File: src/rtl/mem_arbiter.sv
// Two-port (icache = port 0, dcache = port 1) arbiter onto one memory channel with in-order read routing.
// Define MEM_ARB_ROUND_ROBIN_EN for round-robin arbitration; by default port 1 has fixed priority.
module mem_arbiter #(
  parameter int ADDR_BITS       = 28,
  parameter int DATA_CYCLES     = 4,
  parameter int MAX_OUTSTANDING = 4,
  parameter int MEM_DATA_BITS   = 128
) (
  input  logic                       clk,
  input  logic                       reset,
  input  logic                       c0_req_val,
  output logic                       c0_req_rdy,
  input  logic [ADDR_BITS-1:0]       c0_req_addr,
  input  logic                       c0_req_rw,
  input  logic                       c0_data_valid,
  output logic                       c0_data_ready,
  input  logic [MEM_DATA_BITS-1:0]   c0_data_bits,
  input  logic [MEM_DATA_BITS/8-1:0] c0_data_mask,
  output logic                       c0_resp_val,
  output logic [MEM_DATA_BITS-1:0]   c0_resp_data,
  input  logic                       c1_req_val,
  output logic                       c1_req_rdy,
  input  logic [ADDR_BITS-1:0]       c1_req_addr,
  input  logic                       c1_req_rw,
  input  logic                       c1_data_valid,
  output logic                       c1_data_ready,
  input  logic [MEM_DATA_BITS-1:0]   c1_data_bits,
  input  logic [MEM_DATA_BITS/8-1:0] c1_data_mask,
  output logic                       c1_resp_val,
  output logic [MEM_DATA_BITS-1:0]   c1_resp_data,
  output logic                       mem_req_val,
  input  logic                       mem_req_rdy,
  output logic [ADDR_BITS-1:0]       mem_req_addr,
  output logic                       mem_req_rw,
  output logic                       mem_req_data_valid,
  input  logic                       mem_req_data_ready,
  output logic [MEM_DATA_BITS-1:0]   mem_req_data_bits,
  output logic [MEM_DATA_BITS/8-1:0] mem_req_data_mask,
  input  logic                       mem_resp_val,
  input  logic [MEM_DATA_BITS-1:0]   mem_resp_data
);

  localparam int BEAT_W = (DATA_CYCLES > 1) ? $clog2(DATA_CYCLES) : 1;
  localparam int PTR_W  = $clog2(MAX_OUTSTANDING);
  localparam int CNT_W  = PTR_W + 1;
  localparam logic [BEAT_W-1:0] LAST_BEAT = BEAT_W'(DATA_CYCLES - 1);
  localparam logic [CNT_W-1:0]  FULL_CNT  = CNT_W'(MAX_OUTSTANDING);

  typedef enum logic {IDLE, WDATA} state_t;

  state_t            state;
  logic              wr_owner;
  logic [BEAT_W-1:0] wr_beat;
  logic [BEAT_W-1:0] rd_beat;
  logic              id_mem [MAX_OUTSTANDING];
  logic [PTR_W-1:0]  wr_ptr;
  logic [PTR_W-1:0]  rd_ptr;
  logic [CNT_W-1:0]  count;
`ifdef MEM_ARB_ROUND_ROBIN_EN
  logic              favor1;
`endif

  logic fifo_full, fifo_empty, idle_arb, in_wdata;
  logic elig0, elig1, grant, winner, win_rw;
  logic req_fire, data_fire, push, pop, resp_ok, head_id;

  always_comb begin
    fifo_full  = (count == FULL_CNT);
    fifo_empty = (count == '0);
    idle_arb   = reset && (state == IDLE);
    in_wdata   = reset && (state == WDATA);
    // Writes take no ID slot, so only reads are held back by a full FIFO.
    elig0      = idle_arb && c0_req_val && (c0_req_rw || !fifo_full);
    elig1      = idle_arb && c1_req_val && (c1_req_rw || !fifo_full);
    grant      = elig0 || elig1;
`ifdef MEM_ARB_ROUND_ROBIN_EN
    winner     = (elig0 && elig1) ? favor1 : elig1;
`else
    winner     = elig1;
`endif
    win_rw     = winner ? c1_req_rw : c0_req_rw;
    req_fire   = grant && mem_req_rdy;
    push       = req_fire && !win_rw;
    head_id    = id_mem[rd_ptr];
    resp_ok    = mem_resp_val && !fifo_empty;
    pop        = resp_ok && (rd_beat == LAST_BEAT);
  end

  assign mem_req_val  = grant;
  assign mem_req_addr = winner ? c1_req_addr : c0_req_addr;
  assign mem_req_rw   = win_rw;
  assign c0_req_rdy   = req_fire && !winner;
  assign c1_req_rdy   = req_fire && winner;

  assign mem_req_data_valid = in_wdata && (wr_owner ? c1_data_valid : c0_data_valid);
  assign mem_req_data_bits  = wr_owner ? c1_data_bits : c0_data_bits;
  assign mem_req_data_mask  = wr_owner ? c1_data_mask : c0_data_mask;
  assign c0_data_ready      = in_wdata && !wr_owner && mem_req_data_ready;
  assign c1_data_ready      = in_wdata && wr_owner && mem_req_data_ready;
  assign data_fire          = mem_req_data_valid && mem_req_data_ready;

  assign c0_resp_val  = resp_ok && !head_id;
  assign c1_resp_val  = resp_ok && head_id;
  assign c0_resp_data = mem_resp_data;
  assign c1_resp_data = mem_resp_data;

  // NOTE: sequential state uses non-blocking assignments so every flop samples pre-edge values.
  always_ff @(posedge clk or negedge reset) begin
    if (!reset) begin
      state    <= IDLE;
      wr_owner <= 1'b0;
      wr_beat  <= '0;
    end else begin
      case (state)
        IDLE: if (req_fire && win_rw) begin
          state    <= WDATA;
          wr_owner <= winner;
          wr_beat  <= '0;
        end
        WDATA: if (data_fire) begin
          if (wr_beat == LAST_BEAT) state <= IDLE;
          wr_beat <= wr_beat + 1'b1;
        end
        default: state <= IDLE;
      endcase
    end
  end

  always_ff @(posedge clk or negedge reset) begin
    if (!reset) begin
      wr_ptr  <= '0;
      rd_ptr  <= '0;
      count   <= '0;
      rd_beat <= '0;
    end else begin
      if (push) wr_ptr <= wr_ptr + 1'b1;
      if (pop)  rd_ptr <= rd_ptr + 1'b1;
      if (push && !pop)      count <= count + 1'b1;
      else if (pop && !push) count <= count - 1'b1;
      if (resp_ok) rd_beat <= (rd_beat == LAST_BEAT) ? '0 : rd_beat + 1'b1;
    end
  end

  // NOTE: ID storage has no reset; count alone decides which entries are live.
  always_ff @(posedge clk) begin
    if (push) id_mem[wr_ptr] <= winner;
  end

`ifdef MEM_ARB_ROUND_ROBIN_EN
  always_ff @(posedge clk or negedge reset) begin
    if (!reset)        favor1 <= 1'b0;
    else if (req_fire) favor1 <= !winner;
  end
`endif

`ifndef SYNTHESIS
  resp_without_read: assert property (@(posedge clk) disable iff (!reset) !(mem_resp_val && fifo_empty))
    else $error("mem_resp_val with no outstanding read");
`endif

endmodule

File: config.mk
export PLATFORM = sky130hd
export DESIGN_NAME = mem_arbiter
export DESIGN_NICKNAME = d
export VERILOG_FILES = /design/src/rtl/mem_arbiter.sv
export SDC_FILE = /design/constraint.sdc
export NUM_CORES = 1
export LEC_CHECK = 0
export CAP_MARGIN = 20
export CORE_AREA = 2 2 358 360
export DETAILED_ROUTE_END_ITERATION = 10
export DIE_AREA = 0 0 360 362
export GPL_ROUTABILITY_DRIVEN = 0
export SLEW_MARGIN = 20
export SYNTH_ARGS = -nofsm -noshare
export SYNTH_HDL_FRONTEND = slang
export SYNTH_SLANG_ARGS = --single-unit
File: constraint.sdc
create_clock -name clk -period 3.3 [get_ports clk]
set_clock_uncertainty 0.05 [all_clocks]
set_input_delay 0.99 -clock clk [delete_from_list [all_inputs] [get_ports clk]]
set_output_delay 0.99 -clock clk [all_outputs]
set_load 0.01 [all_outputs]
==> flow_summary.json, run 1 <==
{
  "status": "completed",
  "rsz0062_at_grt": "no",
  "p_leak_uw": 0.00386,
  "synth_top_area_share_pct": 38.2,
  "dr_total_vias": 5405,
  "nets": 1328,
  "crit_arrival_ns": 2.26,
  "grt.total_usage_pct": 9.85,
  "grt_overflow": 0,
  "die_area_um2": 130000,
  "cts-root-buf": "clkbuf_16",
  "hold_path_class": "reg -> reg",
  "whs_path_depth": 2,
  "cp_max_fo": 1,
  "cts_buffers": 3,
  "dp_hpwl_mm": 63.5,
  "synth_warnings": 0,
  "start_util_pct": 3.97,
  "min_period_ns": 3.30,
  "synth_edf_count": 4,
  "rr_worst_depth": 6,
  "wl_per_cell_um": 26.9,
  "drtPass1Iterations": 4,
  "synth.avg_cell_area_um2": 9.41,
  "required_ns": 2.26,
  "grt_antenna_before_repair": 60,
  "slew_violations": 0,
  "synth_top_flop_cell": "dfrtp_1",
  "clk_pin_slew_ns": 0.05,
  "fin_cells": 2508,
  "num_io_pins": 920,
  "synthArstFlopShare_pct": 76.5,
  "ys_types": 40,
  "fill_cells": 14700,
  "syn-instance-count": 535,
  "dpl_worst_slack_ns": -0.838,
  "setup-violations-final": 0,
  "drive_above_1_share_pct": 37.6,
  "die_h_um": 362,
  "avgViaCountPerCell": 2.16,
  "cts_hold_buf": 0,
  "ys_ff_latch": 17,
  "crit_type": "in -> out",
  "total_power_uw": 5330,
  "cp-start-kind": "input port",
  "cap_violations": 0,
  "setup_slack_ns": 0.00203,
  "dr.first_iter.drc_count": 145,
  "ys_top_cells_by_area": "buf_4, mux2_2, mux2_4, dfrtp_1, edfxtp_1",
  "drt-total-wl_mm": 67.4,
  "tns_ns": 0,
  "first_global_vias": 5500,
  "drc": 0,
  "io_buffers": 535,
  "syn_nets": 1026,
  "worstMarginPinSlew_ns": 0.534,
  "irDropWorstVdd_mv": 0.216,
  "relSlewSlack_pct": 64.1,
  "hold_violations": 0,
  "grt_pass1_wl_mm": 78.2,
  "finish.utilization_pct": 8.87,
  "cts.sinks": 17,
  "crit_path_end_kind": "primary output",
  "grt_max_degree": 45,
  "clock_path_buffers": 2,
  "seqCellArea_um2": 449,
  "die_w_um": 360,
  "core-area_um2": 127000,
  "seq_area_frac_synth_pct": 8.85,
  "multi_input_area_um2": 2550,
  "ant_nets": 0,
  "clock_latency_ns": 0.24,
  "areaGrowthSynthToFinish_pct": 123,
  "rows": 131,
  "fin_crit_sh_pct": 99.9,
  "pwr_density_cell_nw_per_um2": 474,
  "fmax_mhz": 303,
  "synth_top_area_cell": "buf_4",
  "cts_tree": "yes",
  "cts.htree.levels": 1,
  "synth_area_um2": 5030,
  "dp_cells": 2488
}
-- cells in the mapped netlist, drive strengths merged (3+ instances only) --
cell / n
buf: 274
mux2: 173
dfrtp: 13
nand2: 10
ha: 7
and2: 6
nor2: 6
edfxtp: 4
inv: 4
xnor2: 4
nand3: 3
o21ai: 3
-- layout make-up --
cell class                 count  area share (%)
timing repair buffer         572            53.7
multi-input combinational    239            22.7
tap                         1662            18.5
sequential                    17            4.00
clock buffer                   3           0.668
antenna                       10           0.223
inverter                       4           0.134
clock inverter                 1          0.0445
-- critical path, cell delays in order --
cell,delay [ns]
clkdlybuf4s50_1,0.46
mux2_2,0.13
clkdlybuf4s50_1,0.67
-- through the flow --
| stage | area (um^2) | hold WS [ns] |
|---|---|---|
| global route | 11200 | 0.463 |
| floorplan | 5030 | 0.400 |
| CTS | 11300 | 0.435 |
| detailed placement | 11100 | 0.423 |
| global placement | 11100 | 0.412 |
| finish | 11200 | 0.431 |
-- final timing paths --
path / start / to / slack, ns
min in group asynchronous: reset / count[2] / 0.68
max in group asynchronous: reset / wr_owner / 2.32
max: c0_data_bits[98] / mem_req_data_bits[98] / 0.002
max reg2reg: count[1] / count[1] / 1.15
min reg2reg: rd_beat[1] / rd_beat[1] / 0.43
min: rd_beat[1] / rd_beat[1] / 0.43
-- repair_timing --
action                     CTS  global route
buffers inserted             3             0
setup endpoints to repair   35            18
pin swaps                    1             1
resized for setup          132            13
hold endpoints to repair     0             0
cloned                       4             0
-- power breakdown --
| part | switching, uW | internal (uW) |
|---|---|---|
| combinational | 2040 | 2650 |
| clock | 74.5 | 162 |
| sequential | 107 | 300 |
-- cell usage in the layout, fill, tap and decap left out, drive strengths merged, types with 2 or more instances in the layout --
master,count
clkdlybuf4s50,434
dfrtp,13
clkbuf,5
xnor2,4
nand3,3
edfxtp,4
dlymetal6s2s,3
nor2,6
nand2,10
buf,127
inv,4
ha,7
nor2b,2
mux2,173
dlygate4sd2,5
nor3b,2
o21ai,3
and2,6
diode,10
a21o,2
xor2,2
-- routing by layer --
layer	track usage [%]	vias to the layer above	routed length [um]
li1	-	2177	-
met1	9.33	2286	22100
met2	14.3	748	27000
met3	11.3	144	16700
met4	1.37	50	1120
met5	0.629	-	439
-- state kept, by name, summed over array words and instances (netlist names) --
signal,cells
id_mem,4
count,3
rd_beat,2
rd_ptr,2
wr_beat,2
wr_ptr,2
state,1
wr_owner,1
-- kinds of logic (layout without fill, tap and decap cells) --
family	count (synthesis)	in the layout	synth area share (%)
flip-flops	17	17	8.85
XOR/XNOR	6	6	1.04
multiplexers	175	175	41.3
AND/OR/NAND/NOR	36	36	3.78
other	0	10	0
AO/OA/AOI/OAI	14	14	2.26
adder cells (fa/ha/maj)	8	8	2.14
buffers and inverters	279	580	40.7
No activity file was read; power rests on OpenSTA's default activity.
==> inputs of run 2 (changes only) <==
- REMOVE_ABC_BUFFERS: unset -> 1
==> run 2 against run 1 <==
The flow now finishes with violations (negative setup slack). Core utilization down 0.071 points. Combinational power up 9.4%. Sequential cell count unchanged. Power up 7.7%. Register-to-register slack better by 0.03 ns. Largest cell class unchanged. Final area down 0.80%. Clock-buffer cell count unchanged. Fmax down 0.58%. Global-route usage up 8.1 points. Clock power up 3%. Final cell count down 0.44%. First-iteration DRC count rose to 3.8 times the previous value.
==> flow_summary.json, run 2 (synthesis results as in run 1) <==
{
  "crit_top_cell": "clkdlybuf4s50_1",
  "reg2reg_to": "count[1]",
  "io_buffers": 535,
  "rows": 131,
  "hold-path-endpoint": "rd_beat[1]",
  "ant_nets": 0,
  "rrSetupSlack_ns": 1.18,
  "cp_max_fo": 1,
  "rr_startpoint": "count[2]",
  "hold_violations": 0,
  "start_util_pct": 3.97,
  "tns_ns": -0.0173,
  "cts.sinks": 17,
  "drtPass1Iterations": 4,
  "dr.first_iter.drc_count": 557,
  "grt_overflow": 0,
  "drive_above_1_share_pct": 39.1,
  "first_global_vias": 5883,
  "clock_path_buffers": 2,
  "regMostFlops": "id_mem",
  "cp-start-kind": "input port",
  "mostFrequentLayoutCell": "clkdlybuf4s50_1",
  "grt.total_usage_pct": 17.9,
  "fin_crit_sh_pct": 101,
  "clk_pin_slew_ns": 0.05,
  "rr_worst_depth": 6,
  "cts-root-buf": "clkbuf_16",
  "whs_path_depth": 2,
  "slew_violations": 0,
  "finish.utilization_pct": 8.80,
  "crit_arrival_ns": 2.28,
  "nets": 1314,
  "top_regs": "id_mem (4), count (3)",
  "dr_total_vias": 6123,
  "largest_reg_flops": 4,
  "dpl_worst_slack_ns": -0.887,
  "hp-start": "rd_beat[1]",
  "die_area_um2": 130000,
  "cp_slowest_cell": "clkdlybuf4s50_1",
  "die_h_um": 362,
  "cts_buffers": 3,
  "busiest_layer": "met2",
  "clock_latency_ns": 0.25,
  "areaGrowthSynthToFinish_pct": 121,
  "setup-violations-final": 1,
  "status": "complete, but fails checks",
  "grt_antenna_before_repair": 40,
  "setup_slack_ns": -0.0173,
  "cts.htree.levels": 1,
  "drt-total-wl_mm": 122,
  "cp_slowest_stage_delay_ns": 0.65,
  "wl_per_cell_um": 48.7,
  "p_leak_uw": 0.00381,
  "use_met3_pct": 19.9,
  "die_w_um": 360,
  "rsz0062_at_grt": "yes",
  "crit_type": "in -> out",
  "grt_pass1_wl_mm": 135,
  "fmax_mhz": 301,
  "cts_tree": "yes",
  "crit_path_end_kind": "primary output",
  "core-area_um2": 127000,
  "relSlewSlack_pct": 66.5,
  "cap_violations": 0,
  "num_io_pins": 920,
  "min_period_ns": 3.32,
  "worstMarginPinSlew_ns": 0.498,
  "use_met1_pct": 15.4,
  "grt_max_degree": 41,
  "dp_hpwl_mm": 112,
  "path_cells": "clkdlybuf4s50_1, mux2_2, clkdlybuf4s50_1",
  "avgViaCountPerCell": 2.45,
  "required_ns": 2.26,
  "fill_cells": 14700,
  "hold_path_class": "reg -> reg",
  "violations": "negative setup slack",
  "drc": 0,
  "use_met2_pct": 26.9,
  "pwr_density_cell_nw_per_um2": 515,
  "final_cell_mix": "clkdlybuf4s50_1, mux2_2, buf_4",
  "irDropWorstVdd_mv": 0.450
}
run 2: cell types whose count changed in the layout (fill, tap and decap cells not counted), sizes merged:
cell and change:
clkdlybuf4s50 -32, clkdlybuf4s15 +13, buf +7, diode +3
dlymetal6s2s -2, clkbuf +1, dlygate4sd2 -1
run 2: stage by stage:
stage	instance area, um^2	total power (uW)	hold slack (ns)	instances
2_1_floorplan	3000	2130	0.400	260
3_3_place_gp	11000	5710	0.414	2476
3_5_place_dp	11000	5710	0.425	2476
4_1_cts	11100	6000	0.437	2483
5_1_grt	11100	6130	0.466	2489
6_report	11200	5740	0.437	2497
run 2: worst max path at each step:
stage / from / endpoint / slack [ns]
after floorplan: wr_owner / mem_req_data_valid / -1.79
after global placement: reset / mem_req_addr[0] / -0.91
after detailed placement: reset / mem_req_addr[27] / -0.89
after CTS: reset / mem_req_addr[27] / -0.01
after global routing: reset / mem_req_addr[24] / -0.004
final: c1_data_bits[111] / mem_req_data_bits[111] / -0.02
run 2: metal layers:
metal	vias to the layer above	part of all wire [%]
met1	2647	32
met2	1132	41
li1	2142	-
met3	152	22
met5	-	1.8
met4	50	2.7
run 2: layout make-up:
type / instances / area [um^2] / share of cell area [%]
Clock buffer: 3 / 75.1 / 0.673
Timing Repair Buffer: 558 / 5940 / 53.3
Multi-Input combinational cell: 239 / 2550 / 22.9
Clock inverter: 1 / 5.00 / 0.0449
Inverter: 4 / 15.0 / 0.135
Sequential cell: 17 / 449 / 4.03
Tap cell: 1662 / 2080 / 18.6
Antenna cell: 13 / 32.5 / 0.292
run 2: critical path, delay by kind of cell:
| kind | cells | cell delay [ns] |
|---|---|---|
| multiplexers | 1 | 0.17 |
| buffers and inverters | 2 | 1.12 |
run 2: timing repair:
item                                    in CTS  in global routing
pin swaps                                    1                  1
endpoints found under the setup margin      35                 30
gates resized for setup                     91                 10
setup buffers                                2                  1
cloned                                       1                  1
hold buffers                                 0                  0
run 2: report_power, final:
group / total [uW] / internal, uW / switching, uW / leakage, uW
Sequential: 370 / 300 / 70.0 / 0.000190
Clock: 244 / 162 / 81.9 / 0.0000410
Combinational: 5130 / 2590 / 2540 / 0.00358
==> inputs of run 3 (changes only) <==
- TNS_END_PERCENT: unset -> 100
==> results of run 3 <==
Same layout as run 2: the final DEF is identical, and so are final timing and power.
